### src/rtl/spi_slave_xfer.sv
// spi_slave_xfer: oversampled SPI slave with configurable word width,
// CPOL/CPHA mode and bit order, multi-word frames and a single-entry TX
// holding register with a valid/ready handshake.
//
// state  | meaning
// IDLE   | SS inactive (or frame ignored after reset); MISO undriven
// ACTIVE | frame in progress; sampling MOSI and shifting MISO
module spi_slave_xfer #(
  parameter int                DATA_W      = 8,
  parameter int                CPOL        = 0,
  parameter int                CPHA        = 0,
  parameter int                MSB_FIRST   = 1,
  parameter int                SYNC_STAGES = 2,
  parameter logic [DATA_W-1:0] TX_IDLE     = '0
) (
  input  logic              clk_i,
  input  logic              reset_i,
  input  logic              sck_i,
  input  logic              mosi_i,
  input  logic              ss_n_i,
  output logic              miso_o,
  output logic              miso_oe_o,
  input  logic [DATA_W-1:0] tx_data_i,
  input  logic              tx_valid_i,
  output logic              tx_ready_o,
  output logic [DATA_W-1:0] rx_data_o,
  output logic              rx_valid_o,
  output logic              busy_o,
  output logic              tx_underrun_o
);

  localparam int                CNT_W    = $clog2(DATA_W);
  localparam logic [CNT_W-1:0]  CNT_LAST = CNT_W'(DATA_W - 1);
  localparam logic              SCK_IDLE = (CPOL != 0);

  localparam logic [0:0] ST_IDLE   = 1'b0;
  localparam logic [0:0] ST_ACTIVE = 1'b1;

  logic [SYNC_STAGES-1:0] sck_sync;
  logic [SYNC_STAGES-1:0] ss_sync;
  logic [SYNC_STAGES-1:0] mosi_sync;
  logic                   sck_d;
  logic                   ss_d;
  logic [SYNC_STAGES:0]   settle;
  logic                   armed;

  logic [0:0]             state;
  logic [CNT_W-1:0]       cnt;
  logic                   load_pend;
  logic [DATA_W-1:0]      rx_sreg;
  logic                   rx_done;

  logic                   hold_full;
  logic [DATA_W-1:0]      hold_data;
  logic [DATA_W-1:0]      tx_sreg;
  logic                   miso_q;

  logic sck_s, ss_s, mosi_s;
  logic lead_edge, trail_edge, sample_edge, shift_edge;
  logic ss_fall, ss_rise;
  logic active, do_shift, load, tx_write, tx_bit;
  logic [DATA_W-1:0] rx_next, tx_shifted;

  assign sck_s  = sck_sync[SYNC_STAGES-1];
  assign ss_s   = ss_sync[SYNC_STAGES-1];
  assign mosi_s = mosi_sync[SYNC_STAGES-1];

  // Input synchronisers plus the extra SCK/SS flop used for edge detection.
  always_ff @(posedge clk_i) begin
    if (reset_i) begin
      sck_sync  <= {SYNC_STAGES{SCK_IDLE}};
      ss_sync   <= '1;
      mosi_sync <= '0;
      sck_d     <= SCK_IDLE;
      ss_d      <= 1'b1;
    end else begin
      sck_sync  <= {sck_sync[SYNC_STAGES-2:0], sck_i};
      ss_sync   <= {ss_sync[SYNC_STAGES-2:0], ss_n_i};
      mosi_sync <= {mosi_sync[SYNC_STAGES-2:0], mosi_i};
      sck_d     <= sck_s;
      ss_d      <= ss_s;
    end
  end

  // SS falls are only honoured once SS has been seen high with the chain
  // refilled from the pin, so a frame already running at reset release is
  // ignored until the master deasserts and reasserts SS.
  always_ff @(posedge clk_i) begin
    if (reset_i) begin
      settle <= '0;
      armed  <= 1'b0;
    end else begin
      settle <= {settle[SYNC_STAGES-1:0], 1'b1};
      if (settle[SYNC_STAGES] && ss_d)
        armed <= 1'b1;
    end
  end

  // Edge classification and per-cycle control decisions.
  always_comb begin
    lead_edge   = (sck_s != SCK_IDLE) && (sck_d == SCK_IDLE);
    trail_edge  = (sck_s == SCK_IDLE) && (sck_d != SCK_IDLE);
    sample_edge = (CPHA != 0) ? trail_edge : lead_edge;
    shift_edge  = (CPHA != 0) ? lead_edge : trail_edge;
    ss_fall     = armed && ss_d && !ss_s;
    ss_rise     = ss_s && !ss_d;
    active      = (state == ST_ACTIVE);
    // An SS rise wins over a coincident shift edge: no load after the frame ends.
    do_shift    = active && !ss_rise && shift_edge;
    load        = ((state == ST_IDLE) && ss_fall && (CPHA == 0)) ||
                  (do_shift && (load_pend || ((CPHA != 0) && (cnt == '0))));
    tx_write    = tx_valid_i && !hold_full;
    rx_next     = (MSB_FIRST != 0) ? {rx_sreg[DATA_W-2:0], mosi_s}
                                   : {mosi_s, rx_sreg[DATA_W-1:1]};
    tx_shifted  = (MSB_FIRST != 0) ? {tx_sreg[DATA_W-2:0], 1'b0}
                                   : {1'b0, tx_sreg[DATA_W-1:1]};
    tx_bit      = (MSB_FIRST != 0) ? tx_sreg[DATA_W-1] : tx_sreg[0];
  end

  // Frame FSM, bit counter and RX shift register.
  always_ff @(posedge clk_i) begin
    if (reset_i) begin
      state     <= ST_IDLE;
      cnt       <= '0;
      load_pend <= 1'b0;
      rx_sreg   <= '0;
      rx_done   <= 1'b0;
    end else begin
      rx_done <= 1'b0;
      case (state)
        ST_IDLE: begin
          if (ss_fall)
            state <= ST_ACTIVE;
        end
        ST_ACTIVE: begin
          if (ss_rise) begin
            state     <= ST_IDLE;
            cnt       <= '0;
            load_pend <= 1'b0;
          end else if (sample_edge) begin
            rx_sreg <= rx_next;
            if (cnt == CNT_LAST) begin
              cnt       <= '0;
              rx_done   <= 1'b1;
              load_pend <= 1'b1;
            end else begin
              cnt <= cnt + 1'b1;
            end
          end else if (shift_edge) begin
            load_pend <= 1'b0;
          end
        end
        default: state <= ST_IDLE;
      endcase
    end
  end

  // Publish a completed word one cycle after its final sample.
  always_ff @(posedge clk_i) begin
    if (reset_i) begin
      rx_data_o  <= '0;
      rx_valid_o <= 1'b0;
    end else begin
      rx_valid_o <= rx_done;
      if (rx_done)
        rx_data_o <= rx_sreg;
    end
  end

  // TX holding register and shift register; an empty load sends TX_IDLE.
  always_ff @(posedge clk_i) begin
    if (reset_i) begin
      hold_full     <= 1'b0;
      hold_data     <= '0;
      tx_sreg       <= TX_IDLE;
      tx_underrun_o <= 1'b0;
    end else begin
      tx_underrun_o <= load && !hold_full;
      if (load)
        tx_sreg <= hold_full ? hold_data : TX_IDLE;
      else if (do_shift)
        tx_sreg <= tx_shifted;
      if (tx_write)
        hold_data <= tx_data_i;
      if (load && hold_full)
        hold_full <= 1'b0;
      else if (tx_write)
        hold_full <= 1'b1;
    end
  end

  // Registered MISO bit so the pin changes a fixed time after the shift edge.
  always_ff @(posedge clk_i) begin
    if (reset_i)
      miso_q <= 1'b0;
    else
      miso_q <= active ? tx_bit : 1'b0;
  end

  assign miso_o     = miso_q && active;
  assign miso_oe_o  = active;
  assign busy_o     = active;
  assign tx_ready_o = !hold_full;

endmodule
### config.mk
export PLATFORM = sky130hd
export DESIGN_NAME = spi_slave_xfer
export DESIGN_NICKNAME = d
export VERILOG_FILES = /design/src/rtl/spi_slave_xfer.sv
export SDC_FILE = /design/constraint.sdc
export NUM_CORES = 1
export LEC_CHECK = 0
export ABC_CLOCK_PERIOD_IN_PS = 1200
export CAP_MARGIN = 25
export CORE_MARGIN = 4
export CORE_UTILIZATION = 48
export CTS_CLUSTER_DIAMETER = 120
export DETAILED_ROUTE_END_ITERATION = 16
export HOLD_SLACK_MARGIN = 0.08
export PLACE_DENSITY = 0.74
export SYNTH_ARGS = -nofsm -noshare
export SYNTH_HDL_FRONTEND = slang
export SYNTH_SLANG_ARGS = --single-unit
### constraint.sdc
create_clock -name clk_i -period 1.2 [get_ports clk_i]
set_input_delay 0.3 -clock clk_i [delete_from_list [all_inputs] [get_ports clk_i]]
set_output_delay 0.3 -clock clk_i [all_outputs]
set_load 0.05 [all_outputs]
### Word-level counts from Yosys, hierarchy flattened

Index checks and enable logic that the tools add are counted.
W data, S select, Z words.

| operators by class | value |
|---|---|
| add/subtract/negate cells | 1 |
| equality and inequality tests | 2 |
| mux-type cells | 15 |
| bitwise gates (word level) | 5 |
| reduce and logical (&&, ||, !) cells | 28 |

Operators with widths:

| cell | count |
|---|---|
| $mux W8 | 3 |
| $logic_and A1 B1 Y1 | 14 |
| $mux W3 | 3 |
| $mux W1 | 8 |
| $reduce_and A3 Y1 | 2 |
| $not A1 Y1 | 5 |
| $logic_not A1 Y1 | 4 |
| $reduce_bool A2 Y1 | 2 |
| $reduce_or A2 Y1 | 2 |
| $reduce_or A4 Y1 | 1 |
| $add A3 B1 Y3 const B | 1 |
| $eq A3 B3 Y1 const B | 1 |
| $ne A3 B1 Y1 const B | 1 |
| $reduce_bool A3 Y1 | 1 |
| $pmux W1 S2 | 1 |
| $reduce_and A2 Y1 | 1 |
| $logic_or A1 B1 Y1 | 1 |

| word-level totals | value |
|---|---|
| bits in registers | 54 |
| input bits | 14 |
| output and inout bits | 14 |
| logic and storage cells | 71 |

### Depth between registers and ports, before layout

Gate-level depths: netlist of the first run.

| logic depth | value |
|---|---|
| word-level depth | 9 |
| gate-level depth with buffers | 6 |
| gate-level depth less buffers | 5 |

### Worst setup path before layout of the first run

OpenSTA, ideal clock, no wires.

| timing path | value |
|---|---|
| path kind | reg-to-output |
| start point | register state (netlist: busy_o) |
| end point | output port miso_o |
| arrival time | 1.475 ns |
| required time | 0.900 ns |
| path slack | -0.575 ns |
| stages on the path, launching flop included | 3 |
| path buffers | 1 |
| cell sequence | dfxtp_1 -> clkbuf_1 -> and2_1 |

| between the ends | value |
|---|---|
| cells in the longest elaborated chain, start to end | 1 |

RTL lines:

| element | RTL line | source |
|---|---|---|
| from (decl) | 47 | `logic [0:0] state;` |
| from (signal assigned) | 123 | `state <= ST_IDLE;` |
| from (signal assigned) | 133 | `state <= ST_ACTIVE;` |
| from (signal assigned) | 137 | `state <= ST_IDLE;` |
| $logic_and A1 B1 Y1 | 200 | `assign miso_o = miso_q && active;` |
| to (decl) | 21 | `output logic miso_o,` |

No other way between the ends.

### Final worst setup path of the first run

| timing path | value |
|---|---|
| start point | register ss_sync[1] |
| end point | register tx_sreg[5] |

| between the ends | value |
|---|---|
| cells in the longest elaborated chain, start to end | 7 |
| elaborated cells between the ends (all ways) | 11 |
| those cells by class | 1 x mux; 10 x reduce/logical |

RTL lines:

| element | RTL line | source |
|---|---|---|
| from (decl) | 40 | `logic [SYNC_STAGES-1:0] ss_sync;` |
| from (signal assigned) | 78 | `ss_sync <= {ss_sync[SYNC_STAGES-2:0], ss_n_i};` |
| $logic_and A1 B1 Y1 | 106 | `ss_rise = ss_s && !ss_d;` |
| $logic_not A1 Y1 | 109 | `do_shift = active && !ss_rise && shift_edge;` |
| $logic_and A1 B1 Y1 (2 in series) | 109 |  |
| $logic_and A1 B1 Y1 | 111 | `(do_shift && (load_pend \|\| ((CPHA != 0) && (cnt == '0))));` |
| $logic_or A1 B1 Y1 | 110 | `load = ((state == ST_IDLE) && ss_fall && (CPHA == 0)) \|\|` |
| $mux W8 or $reduce_bool A2 Y1 (tied branches) | -- |  |
| to (signal assigned) | 180 | `tx_sreg <= hold_full ? hold_data : TX_IDLE;` |
| to (signal assigned) | 182 | `tx_sreg <= tx_shifted;` |
| to (decl) | 55 | `logic [DATA_W-1:0] tx_sreg;` |

Parallel ways exist; a longest one is shown, timed or not.
A chain may end at the register's enable or synchronous reset.

==> results of run 1 <==
[state kept, by name, indices dropped and copies added (netlist names), 2 cells and up]
name,count
mosi_sync,2
ss_sync,2
tx_sreg,8
settle,3
rx_sreg,8
rx_data_o,8
cnt,3
sck_sync,2
hold_data,8
[layout by cell type (no fill, tap or decap), types with 3 or more instances in the layout]
cell | Yosys | routed
a21oi_1 | 21 | 14
a21oi_2 | 0 | 7
a311oi_2 | 1 | 5
buf_12 | 0 | 16
buf_4 | 2 | 20
buf_6 | 1 | 5
clkbuf_8 | 0 | 6
clkdlybuf4s50_1 | 0 | 13
dfxtp_1 | 54 | 48
dfxtp_2 | 0 | 4
inv_1 | 4 | 3
mux2i_1 | 8 | 8
nand2_1 | 42 | 38
nand2_2 | 0 | 4
nand3_2 | 0 | 6
nor2_1 | 22 | 22
nor2b_1 | 10 | 10
or2_2 | 3 | 3
[report_power, final]
group	internal, mW	total (mW)	switching (mW)
clock	0.668	1.22	0.553
combinational	0.135	0.270	0.134
sequential	1.83	1.85	0.0242
total	2.63	3.34	0.711
[cells by family after synthesis]
kind of cell,Yosys count
simple gates,94
flops,54
compound gates,39
buf+inv,18
mux,8
fa+ha+maj,4
[timing repair]
item                                    in CTS  in global routing
cloned                                       1                  1
pin swaps                                    8                 12
setup buffers                                7                  4
endpoints found under the setup margin      27                 26
resized for setup                           24                 32
[metrics by stage]
stage	cell area [um^2]	util	worst slack, ps
3_3_place_gp	2550	0.638	-190
3_5_place_dp	2550	0.638	-255
6_report	3020	0.756	-241
4_1_cts	2830	0.708	-172
2_1_floorplan	2000	-	-179
5_1_grt	3020	0.756	-317
[metal layers]
| metal | part of all wire | track usage |
|---|---|---|
| met3 | 0.039 | 0.0319 |
| met1 | 0.43 | 0.213 |
| met2 | 0.52 | 0.279 |
| met5 | 0 | 0 |
| met4 | 0.012 | 0.0799 |
[worst paths after layout]
path	to	slack, ps	cells after the start
setup / recovery	tx_sreg[5]$_SDFFE_PP0P_	-240	4
hold / removal	ss_sync[1]$_SDFF_PP1_	440	1
setup reg to reg	tx_sreg[5]$_SDFFE_PP0P_	-240	4
hold reg to reg	ss_sync[1]$_SDFF_PP1_	440	1
[final cells by class]
type	instances	area, um^2
clock buffers	6	82.6
repair buffers	57	712
flip-flops and latches	54	1090
well taps	50	62.6
clock inverters	1	30.0
multi-input cells	146	1030
fillers	255	976
inverters	4	15.0
==> summary.md, run 1 <==
| Metric | Value |
|---|---|
| Status | complete, but fails checks |
| Violated checks | negative setup slack |
| Most common library cells after synthesis | dfxtp_1 (54), nand2_1 (42), nor2_1 (22) |
| Final Hold Fails | 0 |
| Synthesis-to-layout area growth | 51.4% |
| FMAX | roughly 700 MHz |
| Critical Path End Type | register |
| Main combinational cell family by area after synthesis | simple AND/OR/NAND/NOR gates |
| Synth area leaders | dfxtp_1 (54%), nand2_1 (7.9%), a21oi_1 (5.3%) |
| Hold WC Path Type | reg2reg |
| Vias in the first global route | 1591 |
| GR Util All Layers | 0.169 |
| Worst endpoint required time | ~1400 ps |
| Layout cell share with drive strength beyond 1 | 0.362 |
| Post-DP HPWL | between 2 and 2.5 mm |
| Mapped Nets | 235 |
| Leading area contributor after synthesis | dfxtp_1 |
| Setup crit start | ss_sync[1]$_SDFF_PP1_ |
| Syn_area_per_cell | approximately 9.2 um^2 |
| GRT overflow | 0 |
| Synth Area in Compound Gates | 0.138 |
| Tcrit/Tclk final | 1.20 |
| Inst Count DP | approximately 300 |
| Total of max-cap violations | 0 |
| Die X | a little over 70 um |
| CP peak stage delay | roughly 420 ps |
| Synth Cell Area | approximately 0.002 mm^2 |
| Initial antenna violation count | 0 |
| Max-slew violation count | 0 |
| DIE HEIGHT | about 73 um |
| Post-route DRC | 0 |
| Peak supply drop | 0.845 mV |
| N_diodes | 0 |
| First-pass GRT wire length | between 7 and 8 mm |
| I/O Buffers | 27 |
| WP buf/inv | 0 |
| Nets | approximately 290 |
| Worst Path Arrival | about 1700 ps |
| EDFF count, synth | 0 |
| CTS H-tree depth | 2 |
| Seq/Total Area, Yosys | 0.541 |
| Starting Density | 0.499 |
| Critical path peak fanout | 14 |
| Most numerous cell in the Yosys netlist | dfxtp_1 |
| Mux share of post-synthesis cell area | 0.0401 |
| Clock Pin Slew Worst Setup and Hold Paths | roughly 90 ps |
| Rows | 23 |
| Setup violators final | 24 |
| Num CTS Buffers | 5 |
| Main synth FF type | dfxtp_1 |
| Routed Antenna Nets | 0 |
| Hold_ws | 438 ps |
| Post-synthesis xor/xnor area fraction | 0 |
| HP Start | ss_sync[0]$_SDFF_PP1_ |
| Root Buffer | clkbuf_8 |
| Die ar. | roughly 0.0053 mm^2 |
| Clock latency on the worst-skew pair | around 300 ps |
| Slew headroom | 0.825 |
| Period minus WS final | 1440 ps |
| Final Skew | between 3 and 4 ps |
| Total power | 3.34 mW |
| DR iter-0 viols | roughly 130 |
| RSZ-0062 raised after global routing | true |
| Vias | between 1500 and 2000 |
| Post-synthesis simple-gate area fraction | 0.214 |
| GP Congestion | 0.766 |
| Power per cell area | around 1100 mW/mm^2 |
| CTS sink count | 54 |
| Hold Buf Count CTS | 0 |
| Number of synthesized register bits | 54 |
| Largest net degree at the start of global routing | 31 |
| Leak | 1.07 nW |
| Ys Warns | 0 |
| Core Footprint | roughly 0.004 mm^2 |
| Top delay family on crit path | simple AND/OR/NAND/NOR gates |
| Drt total wl | ~4.8 mm |
| Vias per inst | 5.29 |
| Crit Path Class | reg2reg |
| Synth Area in Adders | 0.0251 |
| Synth async-reset ratio | 0 |
| Setup WS post-layout | -241 ps |
| CP Cell Sequence | and4bb_4 -> a31o_4 -> nor2_1 -> a311oi_1 |
| Post-Syn Instances | 217 |
| DRT Pass-1 Iters | 4 |
| I/O pin count | 28 |
| Setup TNS | -2700 ps |
| Post-route insts no fill | approximately 320 |
| Slowest stage cell, crit path | and4bb_4 |
| Yosys cell types | 32 |
| CTS tree | built |
| Clock buffer depth | 2 |
| Synth top area share | 0.541 |
| WL/cell | 15.0 um |
| Startpoint types | register |
| Worst-margin pin slew | ~260 ps |
| FF-to-FF Start | ss_sync[1]$_SDFF_PP1_ |
Note: power is estimated with default switching activity, not from simulation.
==> run 2, diff against run 1 <==
Settings changed: CORE_MARGIN 4 to unset.
==> summary.md, run 2 (synthesis results as in run 1) <==
| Metric | Value |
|---|---|
| RSZ-0062 raised after global routing | true |
| N_diodes | 0 (unchanged) |
| Final Skew | 8.27 ps (+5.07 ps) |
| Slew headroom | 0.824 (-0.00179) |
| Routed Antenna Nets | 0 (unchanged) |
| Synthesis-to-layout area growth | 50.8% |
| Worst-margin pin slew | 265 ps (+3.22 ps) |
| DRT Pass-1 Iters | 5 (+1) |
| Hold WC Path Type | reg2reg |
| Setup WS post-layout | -261 ps (-20.1 ps) |
| Reg2reg path depth | 4 (unchanged) |
| CTS tree | built |
| Max-slew violation count | 0 (unchanged) |
| Root Buffer | clkbuf_8 |
| Post-place instance area | 0.00253 mm^2 (-0.88%) |
| CP Cell Sequence | and4bb_4 -> a41o_4 -> nand3_1 -> a311oi_1 |
| Drt total wl | 4.57 mm (-4.3%) |
| Slowest stage cell, crit path | and4bb_4 |
| CTS H-tree depth | 2 (unchanged) |
| GR Util All Layers | 0.221 (+0.0519) |
| DR iter-0 viols | 76 (-43%) |
| Post-DP HPWL | 2.43 mm (-2.2%) |
| Crit Path Class | reg2reg |
| Final core occ | 0.753 (-0.00344) |
| Num CTS Buffers | 5 (unchanged) |
| Tcrit/Tclk final | 1.22 (+0.0167) |
| Most frequent cells in the layout | dfxtp_1 (48), nand2_1 (40), nor2_1 (22), a21oi_1 (17), buf_12 (17) |
| Hold Path Stages | 1 (unchanged) |
| Rows | 23 (unchanged) |
| Final instance area | 0.00301 mm^2 (-0.46%) |
| I/O pin count | 28 (unchanged) |
| Layout fillers | 279 (+9.4%) |
| Top delay family on crit path | simple AND/OR/NAND/NOR gates |
| Post-route insts no fill | 316 (-0.63%) |
| Peak supply drop | 0.912 mV (+7.9%) |
| Hold_ws | 447 ps (+9.65 ps) |
| FMAX | 684 MHz (-1.4%) |
| Total power | 3.35 mW (+0.21%) |
| Starting Density | 0.499 (unchanged) |
| Largest net degree at the start of global routing | 32 (+3.2%) |
| Nets | 284 (-0.70%) |
| Die X | 66.5 um (-8.3%) |
| DIE HEIGHT | 66.5 um (-8.3%) |
| Commonest non-fill, non-tap cell in the layout | dfxtp_1 |
| Power per cell area | 1110 mW/mm^2 (+0.67%) |
| Critical path peak fanout | 8 (-6) |
| Violated checks | negative setup slack |
| Setup violators final | 25 (+4.2%) |
| Leak | 1.07 nW (-0.46%) |
| Setup TNS | -3010 ps (-307 ps) |
| Worst endpoint required time | 1410 ps (about the same) |
| WP buf/inv | 0 (unchanged) |
| Die ar. | 0.00442 mm^2 (-16%) |
| Core Footprint | 0.00400 mm^2 (unchanged) |
| Worst Path Arrival | 1670 ps (+20 ps) |
| Vias | 1698 (+0.95%) |
| Inst Count DP | 295 (-1.0%) |
| Vias per inst | 5.37 (+1.6%) |
| Clock Pin Slew Worst Setup and Hold Paths | 90 ps (about the same) |
| CTS sink count | 54 (unchanged) |
| GP Congestion | 0.725 (-5.3%) |
| Period minus WS final | 1460 ps (+20.1 ps) |
| Critical Path End Type | register |
| WL/cell | 14.4 um (-3.7%) |
| GRT overflow | 0 (unchanged) |
| Initial antenna violation count | 0 (unchanged) |
| I/O Buffers | 27 (unchanged) |
| Startpoint types | register |
| Vias in the first global route | 1544 (-3.0%) |
| Worst slack, placed | -312 ps (-56.2 ps) |
| First-pass GRT wire length | 7.38 mm (+4.3%) |
| Final Hold Fails | 0 (unchanged) |
| Worst path depth | 4 (unchanged) |
| Layout cell share with drive strength beyond 1 | 0.350 (-0.0123) |
| CP peak stage delay | 420 ps (about the same) |
| Total of max-cap violations | 0 (unchanged) |
| Clock buffer depth | 2 (unchanged) |
| Post-route DRC | 0 (unchanged) |
| Status | complete, but fails checks |
| Clock latency on the worst-skew pair | 300 ps (about the same) |
-- run 2: cell count changes in the layout (fill, tap and decap cells not counted), sizes merged --
cell,delta
buf,-3
and3,+1
clkbuf,-1
a31o,+1
-- run 2: worst paths after layout --
check	from	to	slack, ps
max	busy_o$_SDFF_PP0_	tx_sreg[2]$_SDFFE_PP0P_	-260
min	settle[1]$_SDFF_PP0_	settle[2]$_SDFF_PP0_	450
max reg2reg	busy_o$_SDFF_PP0_	tx_sreg[2]$_SDFFE_PP0P_	-260
min reg2reg	settle[1]$_SDFF_PP0_	settle[2]$_SDFF_PP0_	450
-- run 2: power by group --
part / switching [mW] / internal (mW)
Clock: 0.553 / 0.668
Sequential: 0.0263 / 1.83
Combinational: 0.135 / 0.138
Total: 0.715 / 2.64
-- run 2: repair_timing --
item / CTS / global route
gates resized for setup: 33 / 27
hold endpoints to repair: 0 / 0
pin swaps: 13 / 10
hold buffers: 0 / 0
cloned: 4 / 0
setup buffers: 8 / 4
setup endpoints to repair: 27 / 27
-- run 2: layer usage --
metal,vias up,wire length [um],part of all wire,global-route usage
met4,0,46,0.010,0.0638
met3,6,143,0.031,0.0514
met1,811,2030,0.45,0.293
met5,-,0,0,0
met2,40,2340,0.51,0.356
li1,841,-,-,-
-- run 2: area by class of cell --
| type | instances | area [um^2] | share of cell area |
|---|---|---|---|
| clock buffer | 6 | 82.6 | 0.0274 |
| clock inverter | 1 | 30.0 | 0.00998 |
| inverter | 4 | 17.5 | 0.00582 |
| multi-input combinational | 148 | 1050 | 0.348 |
| sequential | 54 | 1090 | 0.363 |
| tap | 50 | 62.6 | 0.0208 |
| timing repair buffer | 53 | 677 | 0.225 |
